## src/rtl/irrigation_pkg.sv

```systemverilog
// Shared state codes, default run lengths and the saturating run-counter helper
// for the irrigation scheduler.
package irrigation_pkg;

  typedef enum logic [2:0] {
    ST_IDLE     = 3'd0,
    ST_SPRINKLE = 3'd1,
    ST_DRIP     = 3'd2,
    ST_SOAK     = 3'd3,
    ST_LOCKOUT  = 3'd4
  } state_e;

  localparam int DEF_SPRINKLE_TICKS = 10;
  localparam int DEF_DRIP_TICKS     = 20;
  localparam int DEF_SOAK_TICKS     = 5;
  localparam int DEF_CNT_W          = 8;

  function automatic logic [3:0] sat_inc4(input logic [3:0] v);
    return (v == 4'hF) ? v : v + 4'd1;
  endfunction

endpackage

```

## src/rtl/irrigation_scheduler_if.sv

```systemverilog
// Sensor/request inputs and valve/status outputs of the irrigation scheduler.
// tick_i is a level strobe: every clk it is high counts as one tick, there is no ready/ack.
interface irrigation_scheduler_if #(
  parameter int CNT_W = 8
);
  logic             tick_i;
  logic             error_i;
  logic             alarm_i;
  logic             soil_dry_i;
  logic             sprinkler_req_i;
  logic             drip_req_i;
  logic             sprinkler_valve_o;
  logic             drip_valve_o;
  logic             busy_o;
  logic [2:0]       state_o;
  logic [CNT_W-1:0] remaining_o;
  logic [3:0]       cycles_o;

  modport slave (
    input  tick_i, error_i, alarm_i, soil_dry_i, sprinkler_req_i, drip_req_i,
    output sprinkler_valve_o, drip_valve_o, busy_o, state_o, remaining_o, cycles_o
  );

  modport master (
    output tick_i, error_i, alarm_i, soil_dry_i, sprinkler_req_i, drip_req_i,
    input  sprinkler_valve_o, drip_valve_o, busy_o, state_o, remaining_o, cycles_o
  );
endinterface

```

## src/rtl/irrigation_scheduler_tick_down_counter.sv

```systemverilog
// Loadable down-counter: load wins over decrement, decrement stops at zero.
module tick_down_counter #(
  parameter int W = 8
) (
  input  logic         clk,
  input  logic         rst,
  input  logic         load_i,
  input  logic [W-1:0] load_val_i,
  input  logic         dec_i,
  output logic [W-1:0] count_o,
  output logic         zero_o
);
  logic [W-1:0] count_q, count_d;

  always_comb begin
    count_d = count_q;
    if (load_i) begin
      count_d = load_val_i;
    end else if (dec_i && (count_q != '0)) begin
      count_d = count_q - 1'b1;
    end
  end

  always_ff @(posedge clk or posedge rst) begin
    if (rst) begin
      count_q <= '0;
    end else begin
      count_q <= count_d;
    end
  end

  assign count_o = count_q;
  assign zero_o  = (count_q == '0);
endmodule

```

## src/rtl/irrigation_scheduler.sv

```systemverilog
// Irrigation run sequencer: sprinkler or drip run, soak pause, fault lockout.
// Valves, state, remaining and run count all change on the same clk edge.
module irrigation_scheduler
  import irrigation_pkg::*;
#(
  parameter int SPRINKLE_TICKS = DEF_SPRINKLE_TICKS,
  parameter int DRIP_TICKS     = DEF_DRIP_TICKS,
  parameter int SOAK_TICKS     = DEF_SOAK_TICKS,
  parameter int CNT_W          = DEF_CNT_W
) (
  input logic                   clk,
  input logic                   rst,
  irrigation_scheduler_if.slave bus
);
  state_e           state_q, state_d;
  logic             spr_valve_q, spr_valve_d;
  logic             drip_valve_q, drip_valve_d;
  logic [3:0]       cycles_q, cycles_d;
  logic             cnt_load;
  logic [CNT_W-1:0] cnt_load_val;
  logic             cnt_dec;
  logic [CNT_W-1:0] cnt_value;
  logic             cnt_zero;
  logic             fault;
  logic             expire;

  tick_down_counter #(.W(CNT_W)) u_remaining (
    .clk        (clk),
    .rst        (rst),
    .load_i     (cnt_load),
    .load_val_i (cnt_load_val),
    .dec_i      (cnt_dec),
    .count_o    (cnt_value),
    .zero_o     (cnt_zero)
  );

  assign fault  = bus.error_i | bus.alarm_i;
  // A zero count inside a timed state is unreachable with legal parameters; treat it as expired.
  assign expire = bus.tick_i & ((cnt_value == CNT_W'(1)) | cnt_zero);

  always_comb begin
    state_d      = state_q;
    cycles_d     = cycles_q;
    cnt_load     = 1'b0;
    cnt_load_val = '0;
    cnt_dec      = 1'b0;
    case (state_q)
      ST_IDLE: begin
        if (fault) begin
          state_d = ST_LOCKOUT;
        end else if (bus.soil_dry_i && bus.sprinkler_req_i) begin
          state_d      = ST_SPRINKLE;
          cnt_load     = 1'b1;
          cnt_load_val = CNT_W'(SPRINKLE_TICKS);
        end else if (bus.soil_dry_i && bus.drip_req_i) begin
          state_d      = ST_DRIP;
          cnt_load     = 1'b1;
          cnt_load_val = CNT_W'(DRIP_TICKS);
        end
      end
      ST_SPRINKLE, ST_DRIP: begin
        if (fault) begin
          state_d  = ST_LOCKOUT;
          cnt_load = 1'b1;
        end else if (!bus.soil_dry_i) begin
          state_d  = ST_IDLE;
          cnt_load = 1'b1;
        end else if (expire) begin
          state_d      = ST_SOAK;
          cnt_load     = 1'b1;
          cnt_load_val = CNT_W'(SOAK_TICKS);
          cycles_d     = sat_inc4(cycles_q);
        end else begin
          cnt_dec = bus.tick_i;
        end
      end
      ST_SOAK: begin
        if (fault) begin
          state_d  = ST_LOCKOUT;
          cnt_load = 1'b1;
        end else if (expire) begin
          state_d  = ST_IDLE;
          cnt_load = 1'b1;
        end else begin
          cnt_dec = bus.tick_i;
        end
      end
      ST_LOCKOUT: begin
        if (!fault) begin
          state_d = ST_IDLE;
        end
      end
      default: begin
        state_d  = ST_IDLE;
        cnt_load = 1'b1;
      end
    endcase
    spr_valve_d  = (state_d == ST_SPRINKLE);
    drip_valve_d = (state_d == ST_DRIP);
  end

  always_ff @(posedge clk or posedge rst) begin
    if (rst) begin
      state_q      <= ST_IDLE;
      spr_valve_q  <= 1'b0;
      drip_valve_q <= 1'b0;
      cycles_q     <= 4'd0;
    end else begin
      state_q      <= state_d;
      spr_valve_q  <= spr_valve_d;
      drip_valve_q <= drip_valve_d;
      cycles_q     <= cycles_d;
    end
  end

  assign bus.state_o           = state_q;
  assign bus.sprinkler_valve_o = spr_valve_q;
  assign bus.drip_valve_o      = drip_valve_q;
  assign bus.busy_o            = (state_q != ST_IDLE);
  assign bus.remaining_o       = cnt_value;
  assign bus.cycles_o          = cycles_q;
endmodule

```

## src/flat_wrapper.sv

```systemverilog
// flat-port wrapper written by rule: the top's interface ports become plain ports
module irrigation_scheduler_flat import irrigation_pkg::*;
#(
  parameter int SPRINKLE_TICKS = DEF_SPRINKLE_TICKS,
  parameter int DRIP_TICKS     = DEF_DRIP_TICKS,
  parameter int SOAK_TICKS     = DEF_SOAK_TICKS,
  parameter int CNT_W          = DEF_CNT_W
)
  (clk, rst, bus_tick_i, bus_error_i, bus_alarm_i, bus_soil_dry_i, bus_sprinkler_req_i, bus_drip_req_i, bus_sprinkler_valve_o, bus_drip_valve_o, bus_busy_o, bus_state_o, bus_remaining_o, bus_cycles_o);
  irrigation_scheduler_if #(.CNT_W(CNT_W)) bus_i ();
  input logic clk;
  input logic rst;
  input wire logic [$bits(bus_i.tick_i)-1:0] bus_tick_i;
  input wire logic [$bits(bus_i.error_i)-1:0] bus_error_i;
  input wire logic [$bits(bus_i.alarm_i)-1:0] bus_alarm_i;
  input wire logic [$bits(bus_i.soil_dry_i)-1:0] bus_soil_dry_i;
  input wire logic [$bits(bus_i.sprinkler_req_i)-1:0] bus_sprinkler_req_i;
  input wire logic [$bits(bus_i.drip_req_i)-1:0] bus_drip_req_i;
  output wire logic [$bits(bus_i.sprinkler_valve_o)-1:0] bus_sprinkler_valve_o;
  output wire logic [$bits(bus_i.drip_valve_o)-1:0] bus_drip_valve_o;
  output wire logic [$bits(bus_i.busy_o)-1:0] bus_busy_o;
  output wire logic [$bits(bus_i.state_o)-1:0] bus_state_o;
  output wire logic [$bits(bus_i.remaining_o)-1:0] bus_remaining_o;
  output wire logic [$bits(bus_i.cycles_o)-1:0] bus_cycles_o;
  assign bus_i.tick_i = bus_tick_i;
  assign bus_i.error_i = bus_error_i;
  assign bus_i.alarm_i = bus_alarm_i;
  assign bus_i.soil_dry_i = bus_soil_dry_i;
  assign bus_i.sprinkler_req_i = bus_sprinkler_req_i;
  assign bus_i.drip_req_i = bus_drip_req_i;
  assign bus_sprinkler_valve_o = bus_i.sprinkler_valve_o;
  assign bus_drip_valve_o = bus_i.drip_valve_o;
  assign bus_busy_o = bus_i.busy_o;
  assign bus_state_o = bus_i.state_o;
  assign bus_remaining_o = bus_i.remaining_o;
  assign bus_cycles_o = bus_i.cycles_o;
  irrigation_scheduler #(.SPRINKLE_TICKS(SPRINKLE_TICKS), .DRIP_TICKS(DRIP_TICKS), .SOAK_TICKS(SOAK_TICKS), .CNT_W(CNT_W)) u_core (.clk(clk), .rst(rst), .bus(bus_i));
endmodule
```

## config.mk

```make
export PLATFORM = sky130hd
export DESIGN_NAME = irrigation_scheduler_flat
export DESIGN_NICKNAME = d
export VERILOG_FILES = /design/src/rtl/irrigation_pkg.sv /design/src/rtl/irrigation_scheduler_if.sv /design/src/rtl/irrigation_scheduler_tick_down_counter.sv /design/src/rtl/irrigation_scheduler.sv /design/src/flat_wrapper.sv
export SDC_FILE = /design/constraint.sdc
export NUM_CORES = 1
export LEC_CHECK = 0
export CAP_MARGIN = 15
export CORE_UTILIZATION = 35
export CTS_CLUSTER_SIZE = 10
export DETAILED_ROUTE_END_ITERATION = 10
export GPL_TIMING_DRIVEN = 0
export RECOVER_POWER = 25
export SKIP_CTS_REPAIR_TIMING = 1
export SYNTH_ARGS = -nofsm -noshare
export SYNTH_HDL_FRONTEND = slang
export SYNTH_SLANG_ARGS = --single-unit
export TNS_END_PERCENT = 1
```

## constraint.sdc

```tcl
create_clock -name clk -period 1.9 [get_ports clk]
set_input_delay 0.285 -clock clk [delete_from_list [all_inputs] [get_ports clk]]
set_output_delay 0.285 -clock clk [all_outputs]
set_load 0.05 [all_outputs]
```

Yosys cells after proc, flatten, opt, wreduce, memory -nomap -nowiden. Cells that the tools add are included.

Magnitude comparators: 0. Bitwise operators: 5. Divide/modulo/power cells: 0. Muxes and demuxes: 32. Shift-type cells: 0. Equal/unequal tests: 8. Reductions and logical operators: 10. Multipliers: 0. $add $sub $neg: 2.

Operator list (number): 8-bit 2-to-1 mux (6); 3-bit 2-to-1 mux (10); 8-bit case mux with 2 select lines (1); 3-bit case mux with 4 select lines (1); 1-bit 2-to-1 mux (11); 3-bit by 2-bit == test with 1-bit output, second input constant (3); 8-bit by 1-bit == test with 1-bit output, second input constant (1); 8-bit zero test (1); 8-bit nonzero test (1); 8-bit by 1-bit subtractor with 8-bit output, second input constant (1); 3-bit by 1-bit == test with 1-bit output, second input constant (2); 5-bit 2-to-1 mux (1); 5-bit AND reduction (1); 4-bit by 1-bit adder with 4-bit output, second input constant (1); 4-bit == test, second input constant (1); 1-bit case mux with 4 select lines (1); 3-bit == test, second input constant (1); 1-bit logical AND (3); 3-bit zero test (1); 3-bit nonzero test (1); 1-bit inverter (2); 1-bit bitwise OR (2); 1-bit case mux with 2 select lines (1); 2-bit nonzero test (1); 2 further kinds (2).

Bits of input ports: 8. Bits in read-only memories: 0. Memory bits (writable): 0. Register bits: 17. Memories: 0. Latch bits: 0. Logic and storage cells: 62.

Longest topological paths before layout.
Word-level depth: 10. Mapped depth: 8.

Modules after synthesis. Synthesis repeated with hierarchy kept, for this count alone.

Cell total of the unflattened synthesis: 134. Area, all modules: 1208.7 um^2.

Modules (own cells, without submodules): irrigation_scheduler (instances 1, sequential area each 225.2 um^2, cells each 70, area an instance 659.4 um^2); tick_down_counter (instances 1, sequential area each 200.2 um^2, cells each 64, area an instance 549.3 um^2).

Least setup slack after synthesis. OpenSTA, ideal clock, no wires.

Path kind: reg-to-reg. From: reg u_core.u_remaining.count_q[0], in the netlist u_core.u_remaining.count_o[0]. To: reg u_core.cycles_q[3], in the netlist u_core.bus.cycles_o[3]. Data required time: 1772 ps. Clock period less this slack: 2337 ps. Arrival time: 2210 ps. Path slack: -437 ps. Stages on the path, launching flop included: 9. Library setup time: 128 ps. Cells stage by stage: dfrtp_1 > inv_1 > ha_1 > or2_1 > and3_1 > buf_4 > and3_1 > nand4_1 > mux2_1.

Cells in the longest elaborated chain, start to end: 4.

Ends and longest elaborated chain: from (decl) (line irrigation_scheduler_tick_down_counter.sv:13) `logic [W-1:0] count_q, count_d;`; from (signal assigned) (line irrigation_scheduler_tick_down_counter.sv:28) `count_q <= count_d;`; 8-bit by 1-bit == test with 1-bit output or 8-bit zero test (tied branches) (line irrigation_scheduler.sv:39, irrigation_scheduler_tick_down_counter.sv:33); 1-bit bitwise OR (*) (line irrigation_scheduler.sv:39) `assign expire = bus.tick_i & ((cnt_value == CNT_W'(1)) | cnt_zero);`; 1-bit AND (*) (line irrigation_scheduler.sv:39); 5-bit AND reduction (no line) (*); to (signal assigned) (line irrigation_scheduler.sv:112) `cycles_q <= cycles_d;`; to (decl) (line irrigation_scheduler.sv:18) `logic [3:0] cycles_q, cycles_d;`.

Mark *: on every way between the ends. The rest lies on a longest branch, timed or not. A chain may end at the register's enable or synchronous reset.

Worst setup path after layout.
From: in bus_alarm_i. To: reg u_core.u_remaining.count_q[6], in the netlist u_core.u_remaining.count_o[6].

Cells in the longest elaborated chain, start to end: 5.

Ends and longest elaborated chain: from (decl) (line flat_wrapper.sv:15) `input wire logic [$bits(bus_i.alarm_i)-1:0] bus_alarm_i;`; 1-bit bitwise OR (*) (line irrigation_scheduler.sv:37) `assign fault = bus.error_i | bus.alarm_i;`; 1-bit 2-to-1 mux, on equally long branches (line irrigation_scheduler.sv:78, irrigation_scheduler.sv:62); 1-bit case mux with 2 select lines (line irrigation_scheduler.sv:47) `case (state_q)`; 1-bit logical AND (line irrigation_scheduler_tick_down_counter.sv:19) `end else if (dec_i && (count_q != '0)) begin`; 2-bit nonzero test (no line).

Marked as above.

==> impl_results.md <==
- Status: finished, violations left
- Violated checks: setup timing
- Syn. warnings: 0
- Part of the power in combinational logic: 0.425
- P per Cell Area: 682 nW/um^2
- Global Route Usage Sum: 0.177
- Async SR Flop Fraction: 1.00
- Yosys reg bits: 17
- Clock transition at path regs: 100 ps
- Clk_lat worst skew: 290 ps
- Largest net degree at the start of global routing: 18
- Worst setup EP type: flip-flop
- CP required: 2120 ps
- Fin crit period: 1950 ps
- Vias in the first global route: 982
- Terminus of the critical flop-to-flop path: u_core.u_remaining.count_o[6]
- Initial antenna violation count: 0
- Reg2reg start: u_core.bus.state_o[2]
- Total CTS buffers: 3
- Die height: 58.3 microns
- Vias per cell: 5.37
- Seq pwr share: 0.396
- Clk buf depth: 2
- Hold path startpoint: bus_error_i
- Avg Cell Area, Syn: 9.74 sq um
- Worst hold margin: 327 ps
- Top fanout value on the critical path: 5
- TritonCTS Sinks: 17
- Reg2Reg Depth: 6
- P_leak: 0.752 nW
- Worst Hold Endpoint: u_core.bus.drip_valve_o
- Max Cap Violations: 0
- Gate Count Post-Synth: 114
- Port Buf Inserts: 25
- Clock Root Buffer: clkbuf_4
- Top FF cell, synth: dfrtp_1
- Wirelength per Cell: 14.5 microns
- Core footprint: 3030 sq um
- Clock Skew: 7.57 ps
- Final Hold Viols: 0
- Slew headroom: 0.542
- Initial drt markers: 21
- TritonCTS clock tree: done
- Max-slew violations: 0
- Hold Crit Class: input port to flip-flop
- Routability Congestion: 0.824
- Peak VDD IR: 0.000394 V
- Worst setup margin: -46.6 ps
- Layout cell share with drive strength beyond 1: 0.322
- Routed wire length: 2810 microns
- # setup viols final: 2
- GRT Residual Overflow: 0
- Startpoint Class: input port
- Die width: 58.3 microns
- Min-Delay Path Depth: 2
- Final nets: 162
- Sequential fraction of the synthesis area: 0.383
- RSZ-0062 raised after global routing: yes
- Row count: 20
- Switching Power: 0.425 mW
- Die Area: 3400 sq um
- FMAX: 0.514 GHz
- Actual slew at the worst max-slew pin: 686 ps
- Worst Path Arrival: 2170 ps
- I/O Pins: 26
- Internal: 0.667 mW
- Mapped Nets: 126
- Routed vias: 1036
- Post-route ant nets: 0
- # diodes: 0
- TNS Setup: -53.3 ps
- WS Path Type: input port to flip-flop
- Drc violations: 0
- H-tree levels: 1
- Area of the mapped netlist: 1110 sq um
- Clock Power Share: 0.180
- Period Utilization, post-route: 1.02
- Initial Util: 0.367
- Post-placement worst setup slack: -359 ps
- Layout area overhead: 44.2%
- Switch share: 0.389
- First-pass GRT wire length: 4480 microns
- Reg2Reg Setup Slack: -20 ps
- Post-synth EDFFs: 0
- Dpl hpwl: 1930 microns
- Count of cell types in the netlist: 48
- 1st-pass router iterations: 4
Yosys cell counts (2+ instances only):
| cell type | count | area, sq um |
|---|---|---|
| nor4b_2 | 2 | 30.0 |
| inv_1 | 4 | 15.0 |
| and4b_1 | 2 | 20.0 |
| nand4_1 | 2 | 12.5 |
| nor2_1 | 9 | 33.8 |
| nand3_1 | 2 | 10.0 |
| a21oi_2 | 2 | 17.5 |
| nor3_1 | 3 | 15.0 |
| or3_1 | 2 | 12.5 |
| dfrtp_1 | 17 | 425 |
| and2_1 | 2 | 12.5 |
| and3_1 | 2 | 12.5 |
| o21ai_0 | 3 | 15.0 |
| nand2_1 | 6 | 22.5 |
| clkbuf_1 | 2 | 7.51 |
| o21ai_1 | 2 | 10.0 |
| a211oi_1 | 2 | 15.0 |
| nor4_1 | 3 | 18.8 |
| o31ai_1 | 2 | 15.0 |
| o22ai_1 | 2 | 12.5 |
| a21oi_1 | 7 | 35.0 |
| nand2b_1 | 3 | 18.8 |
| ha_1 | 4 | 50.1 |
| xnor2_1 | 5 | 43.8 |
kinds of logic after synthesis:
group / Yosys count / synth area share
adder cells (fa/ha/maj): 4 / 0.0451
multiplexers: 3 / 0.0293
buffers and inverters: 9 / 0.0417
XOR/XNOR: 6 / 0.0474
AO/OA/AOI/OAI: 30 / 0.191
flip-flops: 17 / 0.383
AND/OR/NAND/NOR: 45 / 0.263
per-stage QoR:
stage	instances	instance area (sq um)	power (mW)	utilization
2_1_floorplan	114	1150	0.726	-
3_3_place_gp	183	1450	0.849	0.479
3_5_place_dp	183	1450	0.854	0.479
4_1_cts	187	1480	1.06	0.488
5_1_grt	193	1600	1.17	0.529
6_report	193	1600	1.09	0.529
sequential cells by signal, summed over array words and instances (netlist names):
name,flops
u_core.u_remaining.count_o,8
u_core.bus.cycles_o,4
u_core.bus.sprinkler_valve_o,1
u_core.bus.state_o,3
u_core.bus.drip_valve_o,1
layer usage:
metal	wire length, microns	GRT usage	vias up
met3	146	0.0352	7
met5	0	0	-
li1	-	-	500
met2	1270	0.284	32
met1	1330	0.232	497
met4	59	0.0816	0
power groups by stage:
| stage | Sequential, mW | Combinational (mW) | Clock (mW) |
|---|---|---|---|
| finish | 0.432 | 0.464 | 0.196 |
| global route | 0.437 | 0.504 | 0.230 |
| CTS | 0.435 | 0.415 | 0.212 |
| detailed placement | 0.441 | 0.413 | 0 |
| global placement | 0.440 | 0.408 | 0 |
| floorplan | 0.527 | 0.199 | 0 |
critical path, cell delays in order:
cell	delay [ps]
clkdlybuf4s50_1	530
or3_4	470
a21oi_4	170
nand3b_4	100
or4_4	490
a21oi_2	130
cell type report:
type	instances	area, sq um
plain buffers	5	41.3
clock buffers	3	22.5
clock inverters	1	5.00
fillers	295	1430
inverters	4	15.0
multi-input cells	88	719
flip-flops and latches	17	434
well taps	44	55.1
repair buffers	31	308
worst max-delay path by stage:
stage | startpoint | endpoint | slack [ps] | cells after the start
global placement | bus_alarm_i | u_core.u_remaining.count_o[6] | -340 | 6
detailed placement | bus_alarm_i | u_core.u_remaining.count_o[6] | -360 | 6
floorplan | u_core.u_remaining.count_o[1] | u_core.u_remaining.count_o[6] | -110 | 7
finish | bus_alarm_i | u_core.u_remaining.count_o[6] | -50 | 6
CTS | u_core.bus.state_o[1] | bus_busy_o | -390 | 3
global route | u_core.u_remaining.count_o[2] | u_core.bus.cycles_o[3] | -90 | 6
cells in the final DEF, fill, tap and decap left out, drive strengths merged, types with 4 or more instances in the layout:
| master | count |
|---|---|
| dfrtp | 17 |
| buf | 9 |
| clkbuf | 6 |
| clkdlybuf4s50 | 16 |
| nand2 | 6 |
| a21oi | 10 |
| o21ai | 5 |
| nor2 | 9 |
| dlymetal6s2s | 7 |
| ha | 4 |
| inv | 4 |
| xnor2 | 5 |
(Power assumes the default switching activity.)
